===== config.mk =====
export PLATFORM = sky130hd
export DESIGN_NAME = digit_emitter
export DESIGN_NICKNAME = d
export VERILOG_FILES = /design/src/rtl/digit_pkg.sv /design/src/rtl/bcd_adjust_shift.sv /design/src/rtl/digit_emitter.sv
export SDC_FILE = /design/constraint.sdc
export NUM_CORES = 1
export LEC_CHECK = 0
export BUFFER_PORTS_ARGS = -buffer_cell sky130_fd_sc_hd__buf_2
export CORE_MARGIN = 10
export CORE_UTILIZATION = 60
export DETAILED_ROUTE_END_ITERATION = 12
export GPL_TIMING_DRIVEN = 0
export PLACE_DENSITY = 0.8
export SETUP_SLACK_MARGIN = 0.5
export SLEW_MARGIN = 20
export SYNTH_ARGS = -nofsm -noshare
export SYNTH_HDL_FRONTEND = slang
export SYNTH_SLANG_ARGS = --single-unit
export TNS_END_PERCENT = 10

===== constraint.sdc =====
create_clock -name clock -period 2.4 [get_ports clock]
set_input_delay 0.24 -clock clock [delete_from_list [all_inputs] [get_ports clock]]
set_output_delay 0.24 -clock clock [all_outputs]
set_load 0.1 [all_outputs]

===== src/rtl/digit_pkg.sv =====
// Shared definitions for the decimal digit path (emitter and accumulator).
package digit_pkg;

  localparam int DIGIT_W   = 4;
  localparam int DIGIT_MAX = 9;

  // Double-dabble correction: a nibble of 5 or more gets 3 added before the shift
  localparam logic [DIGIT_W-1:0] ADJ_THRESH = 4'd5;
  localparam logic [DIGIT_W-1:0] ADJ_ADD    = 4'd3;

  typedef enum logic [1:0] {
    IDLE,
    CONVERT,
    PREP,
    EMIT
  } emit_state_t;

endpackage


===== src/rtl/bcd_adjust_shift.sv =====
// One double-dabble step: add-3 correction on every BCD nibble, then shift in the binary MSB.
module bcd_adjust_shift
  import digit_pkg::*;
#(
  parameter int DIGITS = 5
) (
  input  logic [DIGITS*DIGIT_W-1:0] bcd_i,
  input  logic                      bin_msb_i,
  output logic [DIGITS*DIGIT_W-1:0] bcd_o
);

  localparam int BCD_W = DIGITS * DIGIT_W;

  logic [BCD_W-1:0] adj;

  always_comb begin
    adj = bcd_i;
    for (int i = 0; i < DIGITS; i++) begin
      if (bcd_i[i*DIGIT_W +: DIGIT_W] >= ADJ_THRESH)
        adj[i*DIGIT_W +: DIGIT_W] = bcd_i[i*DIGIT_W +: DIGIT_W] + ADJ_ADD;
    end
    bcd_o = (adj << 1) | BCD_W'(bin_msb_i);
  end

endmodule


===== src/rtl/digit_emitter.sv =====
// Binary-to-decimal digit emitter: double-dabble conversion, then one digit per
// valid/ready transfer, most significant first.
module digit_emitter
  import digit_pkg::*;
#(
  parameter int WIDTH          = 16,
  parameter int DIGITS         = 5,
  parameter int SUPPRESS_ZEROS = 1
) (
  input  logic               clock,
  input  logic               reset,
  input  logic               start,
  input  logic [WIDTH-1:0]   value,
  output logic               busy,
  output logic [DIGIT_W-1:0] digit,
  output logic               digit_valid,
  input  logic               digit_ready,
  output logic               digit_last
);

  localparam int BCD_W = DIGITS * DIGIT_W;
  localparam int CNT_W = $clog2(WIDTH + 1);
  localparam int IDX_W = (DIGITS > 1) ? $clog2(DIGITS) : 1;

  emit_state_t        state_q;
  logic [WIDTH-1:0]   bin_q;
  logic [BCD_W-1:0]   bcd_q;
  logic [BCD_W-1:0]   bcd_d;
  logic [CNT_W-1:0]   cnt_q;
  logic [IDX_W-1:0]   idx_q;
  logic [IDX_W-1:0]   idx_dn;
  logic [IDX_W-1:0]   msd_idx;
  logic               busy_q;
  logic [DIGIT_W-1:0] digit_q;
  logic               valid_q;
  logic               last_q;

  function automatic logic [DIGIT_W-1:0] digit_at(input logic [BCD_W-1:0] bcd,
                                                  input logic [IDX_W-1:0] i);
    return bcd[i*DIGIT_W +: DIGIT_W];
  endfunction

  bcd_adjust_shift #(.DIGITS(DIGITS)) u_step (
    .bcd_i     (bcd_q),
    .bin_msb_i (bin_q[WIDTH-1]),
    .bcd_o     (bcd_d)
  );

  assign idx_dn = idx_q - 1'b1;

  // Start index: the leading non-zero digit, or the full width when zeros are kept
  always_comb begin
    msd_idx = '0;
    if (SUPPRESS_ZEROS == 0) begin
      msd_idx = IDX_W'(DIGITS - 1);
    end else begin
      for (int i = 0; i < DIGITS; i++) begin
        if (bcd_q[i*DIGIT_W +: DIGIT_W] != '0) msd_idx = IDX_W'(i);
      end
    end
  end

  always_ff @(posedge clock or posedge reset) begin
    if (reset) begin
      state_q <= IDLE;
      bin_q   <= '0;
      bcd_q   <= '0;
      cnt_q   <= '0;
      idx_q   <= '0;
      busy_q  <= 1'b0;
      digit_q <= '0;
      valid_q <= 1'b0;
      last_q  <= 1'b0;
    end else begin
      case (state_q)
        IDLE: begin
          if (start) begin
            bin_q   <= value;
            bcd_q   <= '0;
            cnt_q   <= CNT_W'(WIDTH);
            busy_q  <= 1'b1;
            state_q <= CONVERT;
          end
        end
        CONVERT: begin
          bcd_q <= bcd_d;
          bin_q <= bin_q << 1;
          cnt_q <= cnt_q - 1'b1;
          if (cnt_q == CNT_W'(1)) state_q <= PREP;
        end
        PREP: begin
          idx_q   <= msd_idx;
          state_q <= EMIT;
        end
        EMIT: begin
          // First EMIT cycle only loads the output register; later cycles advance on transfer
          if (!valid_q) begin
            digit_q <= digit_at(bcd_q, idx_q);
            valid_q <= 1'b1;
            last_q  <= (idx_q == '0);
          end else if (digit_ready) begin
            if (last_q) begin
              digit_q <= '0;
              valid_q <= 1'b0;
              last_q  <= 1'b0;
              busy_q  <= 1'b0;
              state_q <= IDLE;
            end else begin
              idx_q   <= idx_dn;
              digit_q <= digit_at(bcd_q, idx_dn);
              last_q  <= (idx_q == IDX_W'(1));
            end
          end
        end
        default: state_q <= IDLE;
      endcase
    end
  end

  assign busy        = busy_q;
  assign digit       = digit_q;
  assign digit_valid = valid_q;
  assign digit_last  = last_q;

endmodule


==> impl_summary.md, run 1 <==
Status
The run finished with clean final reports.

Setup path
The capture point of the worst reg-to-reg path is digit[0]. The worst setup path is of the reg2reg kind. STA puts the critical path data required time at roughly 2600 ps. The worst setup path is launched from a flip-flop. The number of cells on the worst reg-to-reg path is 7.

At the worst endpoint, the arrival time is between 2000 and 2500 ps. In this run the critical register-to-register path is launched from idx_q[1]. The kind of end point of the critical path is a flip-flop. The worst register-to-register path has a setup slack of slightly below 500 ps.

The biggest fanout along the worst timing path is 10.

Synth
The Yosys step of the flow raised 0 warnings. The count of flip-flops with a built-in enable after synthesis is 0. After synthesis the cells add up to 0.00319 sq mm. Of all flip-flops after synthesis, the portion carrying an async set or reset was 1.00.

The flop and latch count out of synthesis is 53. The instance count of the mapped netlist is 330. Among all flip-flop cells after synthesis, the most frequent one is sky130_fd_sc_hd__dfrtp_1. Yosys mapped the design onto 49 distinct sky130hd cell types. The mean post-synth cell area is just under 10 sq um. Of the synthesized area, sequential elements account for 0.416. By area the synthesized netlist is led by sky130_fd_sc_hd__dfrtp_1 42%, sky130_fd_sc_hd__mux2i_1 8.5%, sky130_fd_sc_hd__ha_1 7.5%.

The share of synthesized area in the top cell type comes to 0.416. Counting every net in the synthesized netlist gives 369. The biggest area contributor in the post-synthesis netlist is sky130_fd_sc_hd__dfrtp_1.

Global routing
The global routing met1 resource utilization is 0.214. The aggregate global-route resource usage is 0.171. In the global route stage, met3 resource usage came out at 0.0436. The via count of the first global-routing pass is 2554. The maximum number of pins on one net before global-route repair is 54. The initial antenna violation count is 0. The first global-routing pass estimated 12100 um of wire. For met2 alone, demand over resource in global routing was 0.281.

Global routing finished with a remaining overflow of 0. The peak-usage layer in the global routing report is met2.

Timing
At the pin with the least slew margin, the transition time is 662 ps. The max-slew headroom at the worst pin is 0.559. The number of hold-slack violations in the final timing report is 0.

The final number of max-transition violations is 0. The worst path meets setup with a little under 500 ps of slack. Setup repair after global routing could not meet its margin everywhere. Of the available clock period, the critical path in the final layout requires 0.796. The setup clock skew after layout is 9.97 ps. The highest attainable clock frequency is ~520 MHz.

The sum of negative setup slack is 0 ps. Setup violations remaining at the end of the flow were counted as 0. The hold slack is around 5.7 ps. The worst path needs 1910 ps of the cycle, external delays included.

Clock network
The hold buffer count at cts is 0. The number of clock buffers added by TritonCTS is 5. The cell sitting at the root of the clock tree is a sky130_fd_sc_hd__clkbuf_8. The number of clock sinks is 53. TritonCTS built the clock tree. Clock latency on the worst-skew pair, taken at its later pin, is approximately 320 ps. The clock transition at the registers of the reported paths is roughly 100 ps. The count of H-tree levels built during CTS is 2. The maximum count of clock buffers along a single path is 2.

Drt
The sum of routed wire length over all layers is around 7400 um. The initial DRC count is around 260. The number of nets with antenna violations after routing is 0. The count of vias placed by the detailed router is 2654.

In the routed layout, each cell is associated on average with a via count of 6.06. After detailed routing, the average wire length per cell comes to 17.0 um. The detailed-routing iteration count for the pre-antenna-repair pass is 5. The number of remaining DRC errors is 0.

Die
The die is around 93 um wide. Pin placement for this block handled 27 I/O pins. The initial core utilization is 0.620.

After floorplanning, the core was divided into 26 placement rows. The die covers between 0.008 and 0.009 sq mm. The area of the core is a little over 0.005 sq mm.

The die is 92.9 um tall.

Pwr
For this design the static power due to leakage is 0.00165 uW. The power density over the cells is 1480 mW/mm^2. The maximum VDD drop is 0.686 mV.

Layout
Summing all multi-input logic gate instances after layout gives 0.00171 sq mm. The most common cell after layout, fill and taps aside is sky130_fd_sc_hd__dfrtp_1. The antenna diode count is 0.

The count of fill cells added during filler insertion is 409. The layout-stage area growth over the synthesis result is 12.8%. At the end of the flow, the number of nets in the layout was between 400 and 500. Of the cells placed in the final design, the portion with a size suffix greater than 1 is 0.188. In the final layout, flip-flops and latches occupy 0.00133 sq mm.

The top cell types in the final layout, fill and taps aside, are 52 x sky130_fd_sc_hd__dfrtp_1, 38 x sky130_fd_sc_hd__nand2_1, 35 x sky130_fd_sc_hd__buf_2. After the flow finishes, the layout carries non-filler instances totaling 438. Summing all non-filler instances in the final layout gives an area of 0.00359 sq mm.

Placed design
The post-place setup slack is 134 ps. The post-placement cell area is about 0.0034 sq mm. The number of I/O port buffers is 26.

The wire-length estimate of the detail-placed layout is 5300 um. Once placement completed, the tool counted placed cells totaling roughly 430. At the end of routability-driven placement, the weighted congestion stood at between 0.9 and 1.

Run
The number of max-cap violations is 0.

Worst hold path
The path class of the tightest hold or removal check is in2async.
==> flip-flops by register name (all words and copies together) (netlist names) <==
name and cells:
cnt_q 5, state_q 2, digit_valid 1, bcd_q 20, digit_last 1, busy 1
bin_q 16, idx_q 3, digit 4
==> power breakdown <==
part / internal, uW / total, uW / switching [uW]
registers: 1270 / 1610 / 338
logic: 1180 / 3080 / 1890
clock network: 340 / 644 / 304
==> kinds of logic after synthesis <==
family,count (synthesis),synth area share
AO/OA/AOI/OAI,92,0.190
XOR/XNOR,10,0.0275
adder cells (fa/ha/maj),19,0.0746
buffers and inverters,44,0.0562
flip-flops,53,0.416
multiplexers,35,0.121
AND/OR/NAND/NOR,77,0.114
==> critical path, cell delays in order (launching register included) <==
cell and delay (ps):
sky130_fd_sc_hd__dfrtp_1 330, sky130_fd_sc_hd__buf_2 210, sky130_fd_sc_hd__inv_1 150, sky130_fd_sc_hd__ha_2 250, sky130_fd_sc_hd__xnor2_2 270, sky130_fd_sc_hd__mux2i_1 130
sky130_fd_sc_hd__a221oi_1 330, sky130_fd_sc_hd__o311ai_1 120
==> cell type report <==
cell class | instances | share of cell area
Clock inverter | 1 | 0.00835
Tap cell | 70 | 0.0244
Clock buffer | 7 | 0.0240
Buffer | 18 | 0.0254
Inverter | 26 | 0.0278
Multi-Input combinational cell | 233 | 0.476
Timing Repair Buffer | 30 | 0.0446
Sequential cell | 53 | 0.369
==> per-stage QoR <==
step	utilization	total power, uW
2_1_floorplan	-	3840
3_3_place_gp	0.662	4410
3_5_place_dp	0.663	4520
4_1_cts	0.688	5180
5_1_grt	0.699	5690
6_report	0.699	5330
==> per-layer routing <==
layer  vias to the layer above  routed length, um  part of all wire
met4                         0                119             0.016
met5                         -                  0                 0
li1                       1259                  -                 -
met3                        16                478             0.064
met2                        99               3600              0.48
met1                      1280               3250              0.44
==> worst max path at each step <==
| stage | endpoint | slack [ps] | from | cells past startpoint |
|---|---|---|---|---|
| 3_3_place_gp | digit_valid | 6 | reset | 2 |
| 3_5_place_dp | digit[0] | 130 | idx_q[1] | 7 |
| 4_1_cts | bcd_q[3] | 430 | state_q[0] | 8 |
| 6_report | digit[0] | 490 | idx_q[1] | 7 |
| 5_1_grt | digit[0] | 400 | idx_q[0] | 7 |
| 2_1_floorplan | idx_q[2] | 470 | digit_last | 4 |
==> Yosys cell counts, types with 3 or more instances <==
master                      n
sky130_fd_sc_hd__dfrtp_1   53
sky130_fd_sc_hd__nand2_1   38
sky130_fd_sc_hd__o21ai_0   32
sky130_fd_sc_hd__mux2i_1   27
sky130_fd_sc_hd__inv_1     26
sky130_fd_sc_hd__ha_1      19
sky130_fd_sc_hd__o22ai_1   14
sky130_fd_sc_hd__nor2_1    13
sky130_fd_sc_hd__a21oi_1    9
sky130_fd_sc_hd__buf_2      8
sky130_fd_sc_hd__xnor2_1    8
sky130_fd_sc_hd__clkbuf_1   7
sky130_fd_sc_hd__nand2b_1   7
sky130_fd_sc_hd__a32o_1     6
sky130_fd_sc_hd__mux2_2     5
sky130_fd_sc_hd__o31a_1     5
sky130_fd_sc_hd__a221oi_1   4
sky130_fd_sc_hd__a31oi_1    3
sky130_fd_sc_hd__nand3_1    3
sky130_fd_sc_hd__nor4_1     3
==> timing repair <==
item	in CTS	in global routing
buffers inserted	0	4
cloned	0	0
pin swaps	0	2
setup endpoints to repair	31	34
resized for setup	6	12
No activity file was read; power rests on OpenSTA's default activity.
==> run 2, diff against run 1 <==
--- a/config.mk
+++ b/config.mk
@@ -7,10 +7,10 @@
 export LEC_CHECK = 0
 export BUFFER_PORTS_ARGS = -buffer_cell sky130_fd_sc_hd__buf_2
 export CORE_MARGIN = 10
-export CORE_UTILIZATION = 60
+export CORE_UTILIZATION = 54
 export DETAILED_ROUTE_END_ITERATION = 12
 export GPL_TIMING_DRIVEN = 0
-export PLACE_DENSITY = 0.8
+export PLACE_DENSITY = 0.76
 export SETUP_SLACK_MARGIN = 0.5
 export SLEW_MARGIN = 20
 export SYNTH_ARGS = -nofsm -noshare
==> constraint.sdc (replaced) <==
create_clock -name clock -period 1.7 [get_ports clock]
set_input_delay 0.17 -clock clock [delete_from_list [all_inputs] [get_ports clock]]
set_output_delay 0.17 -clock clock [all_outputs]
set_load 0.1 [all_outputs]
==> impl_summary.md, run 2 (synthesis results as in run 1) <==
Die
The full die area is 0.00937 sq mm (+8.7%). The number of top-level pins was 27 (unchanged). The area of the core came to 0.00561 sq mm (+9.1%). The width of the chip is 96.8 um (+4.2%).

The chip height was 96.8 um (+4.2%). The number of placement rows is 27 (+3.8%). The initial core utilization is 0.568 (-0.0517).

Layout
The layout-stage area growth over the synthesis result is 28.9%. Leaving out fill and tap cells, the most frequent cell in the layout is sky130_fd_sc_hd__dfrtp_1. The final non-filler cell total is 457 (+4.3%). The layout cell share with drive strength beyond 1 is 0.371 (+0.184).

The antenna diode count is 0 (unchanged). The number of nets in the final layout was 423 (+4.2%). The flip-flop count of the largest register, all copies and words added is 20 (unchanged). The library cells used most frequently in the layout, excluding fill and tap cells, are 49 x sky130_fd_sc_hd__dfrtp_1, 31 x sky130_fd_sc_hd__nand2_1, 25 x sky130_fd_sc_hd__mux2i_1.

The register with the most flip-flops in the final layout is bcd_q. The finished layout cell area is 0.00411 sq mm (+14%). The largest registers in the layout are bcd_q x20, bin_q x16, cnt_q x5. The count of fill cells added during filler insertion is 410 (+0.24%).

Timing
The final setup slack of the worst path was -95.5 ps (-585 ps). The final number of max-transition violations is 0 (unchanged). The number of endpoints failing setup at the final stage came to 3 (+3). The actual slew at the worst max-slew pin is 678 ps (+15.6 ps). The post-route fraction of the period consumed by the critical path was 1.06 (+0.260). The setup clock skew after layout came to 9.37 ps (-0.600 ps). The hold slack is 89.2 ps (+83.5 ps).

The highest attainable clock frequency is 557 MHz (+6.4%). The post-route minimum period is 1800 ps (-115 ps). The sum of negative setup slack is -204 ps (-204 ps). The number of hold-slack violations in the final timing report is 0 (unchanged). Setup repair after global routing could not meet its margin everywhere. The max-slew headroom at the worst pin is 0.548 (-0.0104).

Clock network
The clock transition at the registers of the reported paths is 100 ps (about the same). The CTS tree is built. The clock latency at the later pin of the worst-skew pair is 320 ps (about the same). The maximum count of clock buffers along a single path is 2 (unchanged). The clock root buffer master is sky130_fd_sc_hd__clkbuf_8. The count of H-tree levels built during CTS is 2 (unchanged). The number of clock sinks came to 53 (unchanged). The number of buffers inserted during clock tree synthesis came to 5 (unchanged).

Setup path
The worst setup path is captured at a flip-flop. The critical path is of the reg2reg type. The biggest fanout along the worst timing path is 4 (-6). The worst setup slack for register-to-register paths is -100 ps (-590 ps). The worst register-to-register path begins at cnt_q[1].

The critical path data arrival time is 2040 ps (-70 ps). The depth of the worst register-to-register path came to 7 (unchanged). The capture point of the worst reg-to-reg path is state_q[1].

The required time of the critical path is 1940 ps (-660 ps). STA classifies the critical path startpoint as a flip-flop.

Drt
Signal routing reaches up to met4. The total length of routed met3 wires is 338 um (-29%). The count of vias placed by the detailed router is 2714 (+2.3%).

The number of nets with antenna violations after routing came to 0 (unchanged). The detailed-routing iteration count for the pre-antenna-repair pass is 4 (-1). The initial DRC count is 204 (-21%). The length of routed wiring on met1 is 3650 um (+12%). The sum of routed wire length over all layers was 8430 um (+13%). The detailed-route wire length per cell came to 18.4 um (+8.6%). The number of remaining DRC errors is 0 (unchanged). The average via count per standard cell is 5.94 (-2.0%). The detailed-routed wire length on met2 is 4300 um (+19%).

Placed design
The post-placement cell area was 0.00355 sq mm (+4.1%). The number of I/O port buffers is 26 (unchanged). The HPWL after detailed placement is 5510 um (+3.8%).

The placed cell count was 428 (+0.47%). The weighted congestion at the end of routability-driven global placement was 0.889 (-1.3%).

Worst hold path
Counting instances, the worst hold path has a depth of 2. The path class of the tightest hold or removal check is in2reg. The path with the worst hold slack has its endpoint at bin_q[0]. The source of the worst hold timing path is value[0].

Global routing
The initial antenna violation count is 0 (unchanged). The via count of the first global-routing pass is 2741 (+7.3%). The global-route wire length before repair came to 13700 um (+13%). The maximum number of pins on one net before global-route repair is 54 (unchanged). The overflow left after global routing is 0 (unchanged).

The aggregate global-route resource usage is 0.173 (+0.00183).

Run
The number of max-cap violations is 0 (unchanged).

Pwr
The maximum VDD drop came to 1.12 mV (+63%). The power density over the cells is 2190 mW/mm^2 (+48%). The total leakage power came to 0.00183 uW (+11%).

Status
The run finished, with violations left. The final reports fail on negative setup slack.
==> run 2: where the power goes <==
| part | leakage [uW] | internal, uW | switching, uW |
|---|---|---|---|
| clock network | 0.0000585 | 481 | 443 |
| logic | 0.00109 | 2500 | 3200 |
| registers | 0.000678 | 1800 | 561 |
==> run 2: per-stage QoR <==
| step | power (uW) | utilization | setup WS [ps] |
|---|---|---|---|
| after floorplan | 5770 | - | 35.5 |
| after global placement | 6650 | 0.632 | -712 |
| after detailed placement | 6780 | 0.633 | -200 |
| after CTS | 8460 | 0.700 | -50.0 |
| after global routing | 9650 | 0.732 | -115 |
| final | 8990 | 0.732 | -95.5 |
==> run 2: what timing repair did <==
action | CTS | global route
buffers inserted | 7 | 10
pin swaps | 14 | 11
endpoints found under the setup margin | 60 | 54
cloned | 2 | 1
resized for setup | 71 | 31
hold endpoints to repair | 53 | 0
hold buffers | 1 | 0
==> run 2: area by class of cell <==
cell class,count,area [sq um],area share
buffer,18,161,0.0393
clock buffer,7,86.3,0.0210
clock inverter,1,30.0,0.00731
inverter,26,113,0.0274
multi-input combinational,233,1970,0.479
sequential,53,1330,0.324
tap,72,90.1,0.0219
timing repair buffer,47,327,0.0795
==> run 2: worst max path at each step <==
stage	from	to	slack, ps
after detailed placement	state_q[1]	bin_q[2]	-200
final	cnt_q[1]	state_q[1]	-100
after global placement	reset	digit_valid	-710
after CTS	state_q[1]	cnt_q[4]	-50
after global routing	cnt_q[1]	state_q[0]	-120
after floorplan	state_q[1]	cnt_q[4]	40
==> run 2: layer usage <==
metal,track usage,vias up
met3,0.0383,15
met4,0.0586,0
li1,-,1293
met2,0.282,62
met1,0.219,1344
met5,0,-
==> run 2: worst max-delay path: stages (launching register included) <==
cell and delay [ps]:
sky130_fd_sc_hd__dfrtp_1 410, sky130_fd_sc_hd__inv_2 110, sky130_fd_sc_hd__ha_4 140, sky130_fd_sc_hd__or4b_4 440, sky130_fd_sc_hd__a222oi_1 280, sky130_fd_sc_hd__buf_4 200, sky130_fd_sc_hd__nand2_1 60, sky130_fd_sc_hd__o21ai_1 90
